$ cat src/rtl/pwm_timer.sv
// pwm_timer: prescaled, period-bounded PWM timebase with a 4-entry register port.
// Optional PWM_SHADOW_EN: compare is double-buffered and loaded only on wrap or clear.
module pwm_timer #(
   parameter int unsigned WIDTH       = 8,
   parameter int unsigned PRESC_WIDTH = 8
) (
   input  logic             clk,
   input  logic             reset,
   input  logic             we,
   input  logic [1:0]       addr,
   input  logic [WIDTH-1:0] wdata,
   output logic [WIDTH-1:0] rdata,
   output logic [WIDTH-1:0] CounterR,
   output logic [WIDTH-1:0] CompareR,
   output logic             wrap
);

   localparam logic [1:0] A_CTRL   = 2'd0;
   localparam logic [1:0] A_PERIOD = 2'd1;
   localparam logic [1:0] A_CMP    = 2'd2;
   localparam logic [1:0] A_PRESC  = 2'd3;

   logic                   enable;
   logic [WIDTH-1:0]       period;
   logic [PRESC_WIDTH-1:0] prescale;
   logic [PRESC_WIDTH-1:0] presc_cnt;

   logic wr_ctrl;
   logic wr_period;
   logic wr_cmp;
   logic wr_presc;
   logic clr;
   logic tick;
   logic at_end;
   logic wrap_now;

`ifdef PWM_SHADOW_EN
   logic [WIDTH-1:0] shadow;
`endif

   // write decode and timebase events; clear outranks a same-cycle wrap
   always_comb begin
      wr_ctrl   = we && (addr == A_CTRL);
      wr_period = we && (addr == A_PERIOD);
      wr_cmp    = we && (addr == A_CMP);
      wr_presc  = we && (addr == A_PRESC);
      clr       = wr_ctrl && wdata[1];
      tick      = enable && (presc_cnt == prescale);
      at_end    = CounterR >= period;
      wrap_now  = tick && at_end && !clr;
   end

   // programmable registers
   always_ff @(posedge clk or negedge reset) begin
      if (!reset) begin
         enable   <= 1'b0;
         period   <= '0;
         prescale <= '0;
      end else begin
         if (wr_ctrl)   enable   <= wdata[0];
         if (wr_period) period   <= wdata;
         if (wr_presc)  prescale <= wdata[PRESC_WIDTH-1:0];
      end
   end

   // prescaler: reloads on match, frozen while disabled
   always_ff @(posedge clk or negedge reset) begin
      if (!reset) begin
         presc_cnt <= '0;
      end else if (clr || tick) begin
         presc_cnt <= '0;
      end else if (enable) begin
         presc_cnt <= presc_cnt + PRESC_WIDTH'(1);
      end
   end

   // period counter and wrap pulse
   always_ff @(posedge clk or negedge reset) begin
      if (!reset) begin
         CounterR <= '0;
         wrap     <= 1'b0;
      end else begin
         wrap <= wrap_now;
         if (clr) begin
            CounterR <= '0;
         end else if (tick) begin
            CounterR <= at_end ? '0 : CounterR + WIDTH'(1);
         end
      end
   end

`ifdef PWM_SHADOW_EN
   // active compare takes the pre-write shadow value on wrap or clear
   always_ff @(posedge clk or negedge reset) begin
      if (!reset) begin
         shadow   <= '0;
         CompareR <= '0;
      end else begin
         if (wr_cmp) shadow <= wdata;
         if (clr || wrap_now) CompareR <= shadow;
      end
   end
`else
   always_ff @(posedge clk or negedge reset) begin
      if (!reset) begin
         CompareR <= '0;
      end else if (wr_cmp) begin
         CompareR <= wdata;
      end
   end
`endif

   always_comb begin
      rdata = '0;
      case (addr)
         A_CTRL:   rdata = WIDTH'(enable);
         A_PERIOD: rdata = period;
`ifdef PWM_SHADOW_EN
         A_CMP:    rdata = shadow;
`else
         A_CMP:    rdata = CompareR;
`endif
         default:  rdata = WIDTH'(prescale);
      endcase
   end

endmodule

$ cat config.mk
export PLATFORM = sky130hd
export DESIGN_NAME = pwm_timer
export DESIGN_NICKNAME = d
export VERILOG_FILES = /design/src/rtl/pwm_timer.sv
export SDC_FILE = /design/constraint.sdc
export NUM_CORES = 1
export LEC_CHECK = 0
export ABC_AREA = 0
export CAP_MARGIN = 20
export CORE_ASPECT_RATIO = 1.75
export CORE_MARGIN = 1
export CORE_UTILIZATION = 48
export CTS_CLUSTER_DIAMETER = 80
export DETAILED_ROUTE_END_ITERATION = 8
export PLACE_DENSITY_LB_ADDON = 0.2
export RECOVER_POWER = 100
export SYNTH_ARGS = -nofsm -noshare
export SYNTH_HDL_FRONTEND = slang
export SYNTH_SLANG_ARGS = --single-unit
$ cat constraint.sdc
create_clock -name clk -period 2.4 [get_ports clk]
set_input_delay 0.48 -clock clk [delete_from_list [all_inputs] [get_ports clk]]
set_output_delay 0.48 -clock clk [all_outputs]
set_load 0.005 [all_outputs]
==> impl_metrics.ini <==
[floorplanning]
dieArea_um2 = 5180
initial_core_util_pct = 49.8
coreArea_um2 = 4710
row_count = 33
boundaryPins = 38
fp.dieH_um = 94.4
die_w_um = 54.8

[synth]
netlist_instances = 209
synth_edf_count = 0
synth_top_flop_cell = dfrtp_1
syn_nets = 232
synth.most_common_cell = dfrtp_1
ys_seq_elements = 42
synth_top_area_cell = dfrtp_1
synth_cell_types = 41
synthArstFlopShare_pct = 100
synth_top_cells_by_count = 42 x dfrtp_1, 25 x mux2_2, 20 x nand2_1, 15 x inv_1, 12 x nor2_1
syn_avg_cell_area_um2 = 11.2
synth-seq-area-share_pct = 44.8
synth.area.top_cells = dfrtp_1 45%, mux2_2 12%, ha_1 5.3%, xnor2_1 3.4%, nand2_1 3.2%
ys.warnings.count = 0
yosysTopAreaCellShare_pct = 44.8
synth_area_um2 = 2340

[timing]
hold_viol_final = 0
rsz0062_at_grt = false
setup_viol = 0
fmax_mhz = 449
fin_skew_ps = 5.35
setup_tns_ps = 0
worst_pin_slew_ps = 1170
relSlewSlack_pct = 21.8
slew_violations = 0
fin_crit_ps = 2230
finalCritPeriodShare_pct = 92.8

[drt]
vias = 1725
drc = 0
routed_wl_um = 4920
firstDrtPassIters = 4
viasPerCell = 5.55
wire_per_inst_um = 15.8
drtIter0Drc = 18
antenna_left = 0

[cells_and_area]
n_antenna_cell = 0
final_nets = 281
drive_gt1_share_pct = 19.3
area_delta_synth_final_pct = 23.7
final_core_util_pct = 61.6

[cts]
htree_levels = 2
clk_pin_slew_worst_paths_ps = 80
cts_tree = built
numCtsBuffers = 5
clock_path_buffers = 2
clock_sinks = 42
insertion_delay_ps = 300
cts_hold_buf = 0
root_buffer = clkbuf_8

[pwr]
power_mw = 2.14
switching_share_pct = 32.2
p_clk_share_pct = 22.7
power_density_nw_per_um2 = 739
switchingPower_uw = 690
power_frac_seq_pct = 46.5
p_int_mw = 1.45
ir_drop_mv = 0.517
p_leak_nw = 1.28
combPwrFrac_pct = 30.7

[worst_setup_path]
cp_num_buf_inv = 3
endpoint_kind = output port
cp_data_required_time_ps = 1920
cp_cell_sequence = dlygate4sd2_1 > buf_12 > o21ai_0 > a22o_1 > clkdlybuf4s50_1
path_class = in -> out
cp_top_family = buffers and inverters
crit_fanout = 19
worst_path_max_delay_cell = clkdlybuf4s50_1
r2r_start = CounterR[1]
start_kind = input pin
rr_worst_depth = 6
rr_endpoint = CounterR[1]
cp_slowest_stage_delay_ps = 500
critical_path_arrival_ps = 1750
r2r_slack_ps = 240

[global_routing]
antenna_found_initial = 0
grt_max_degree = 23
grt_use_total_pct = 22.3
grt_pass1_wl_um = 8150
grt_pass1_vias = 1716
grt_overflow = 0

[run_status]
status = finished, final reports clean

[hold_path]
hold_class = in -> async

[placement]
place_congestion = 0.742
hpwlAfterDp_um = 3820
numPortBuffers = 37

[flow_run]
drv_cap = 0
## cell families after synthesis
| group | count (synthesis) | share of synthesized area [%] |
|---|---|---|
| buffers and inverters | 20 | 3.31 |
| adder cells (fa/ha/maj) | 10 | 5.34 |
| flip-flops | 42 | 44.8 |
| XOR/XNOR | 15 | 6.57 |
| AND/OR/NAND/NOR | 63 | 14.8 |
| AO/OA/AOI/OAI | 32 | 11.7 |
| multiplexers | 27 | 13.4 |
## sequential cells by signal, indices dropped and copies added (netlist names)
register,cells
CounterR,8
presc_cnt,8
period,8
enable,1
wrap,1
CompareR,8
prescale,8
## area by class of cell
class | instances | area, um^2
Clock inverter | 2 | 12.5
Inverter | 15 | 56.3
Tap cell | 52 | 65.1
Sequential cell | 42 | 1050
Timing Repair Buffer | 47 | 447
Clock buffer | 6 | 82.6
Multi-Input combinational cell | 147 | 1180
Fill cell | 433 | 1810
## worst max path at each step
stage / start / endpoint / slack, ps / cells after the start
global route: addr[1] / rdata[3] / 120 / 5
floorplan: CounterR[1] / CounterR[1] / 500 / 6
CTS: addr[1] / rdata[2] / 160 / 5
finish: addr[1] / rdata[2] / 170 / 5
detailed placement: addr[1] / rdata[3] / -70 / 5
global placement: addr[1] / rdata[3] / -60 / 5
## metrics by stage
step / worst slack (ps) / instances / area [um^2] / hold WS [ps]
5_1_grt: 117 / 311 / 2900 / 510
3_5_place_dp: -68.2 / 303 / 2850 / 475
4_1_cts: 158 / 311 / 2950 / 147
2_1_floorplan: 501 / 209 / 2340 / 184
3_3_place_gp: -61.7 / 303 / 2850 / 473
6_report: 172 / 311 / 2900 / 391
## timing repair
action	CTS	global route
setup endpoints to repair	8	0
gates resized for setup	2	0
setup buffers	0	0
## power by group through the flow
| stage | Clock [mW] | Combinational, mW | Sequential (mW) |
|---|---|---|---|
| 5_1_grt | 0.521 | 0.737 | 1.02 |
| 2_1_floorplan | 0 | 0.447 | 0.978 |
| 6_report | 0.487 | 0.658 | 0.996 |
| 4_1_cts | 0.501 | 0.704 | 1.00 |
| 3_5_place_dp | 0 | 0.702 | 1.01 |
| 3_3_place_gp | 0 | 0.683 | 1.01 |
## layer usage
metal | part of all wire, % | track usage, % | vias to the layer above
met1 | 42 | 26.5 | 845
li1 | - | - | 842
met2 | 53 | 38.2 | 29
met4 | 2.2 | 8.76 | 0
met5 | 0 | 0 | -
met3 | 2.2 | 3.86 | 9
## worst reg2reg max path: cells and delay by family, from the launching register on
kind	cells	cell delay (ps)
adders and majority gates	1	330
and+or+nand+nor	2	430
AOI/OAI and AO/OA	3	890
DFF	1	440
## cell usage in the layout (no fill, tap or decap), types with 3 or more instances in the layout
master,instances
buf_4,4
clkbuf_8,6
nand2_1,20
xor2_1,3
xnor2_1,9
a31oi_1,4
o211ai_1,3
ha_1,10
mux2_2,25
nand4_1,5
nor3_1,3
inv_1,15
xnor2_2,3
nand3_1,6
dlygate4sd3_1,18
clkbuf_1,5
o22ai_1,3
o21ai_0,8
dfrtp_1,42
nor2b_1,4
clkdlybuf4s50_1,16
nor2_1,12
a22o_1,7
Power figures use the tool's default switching activity.
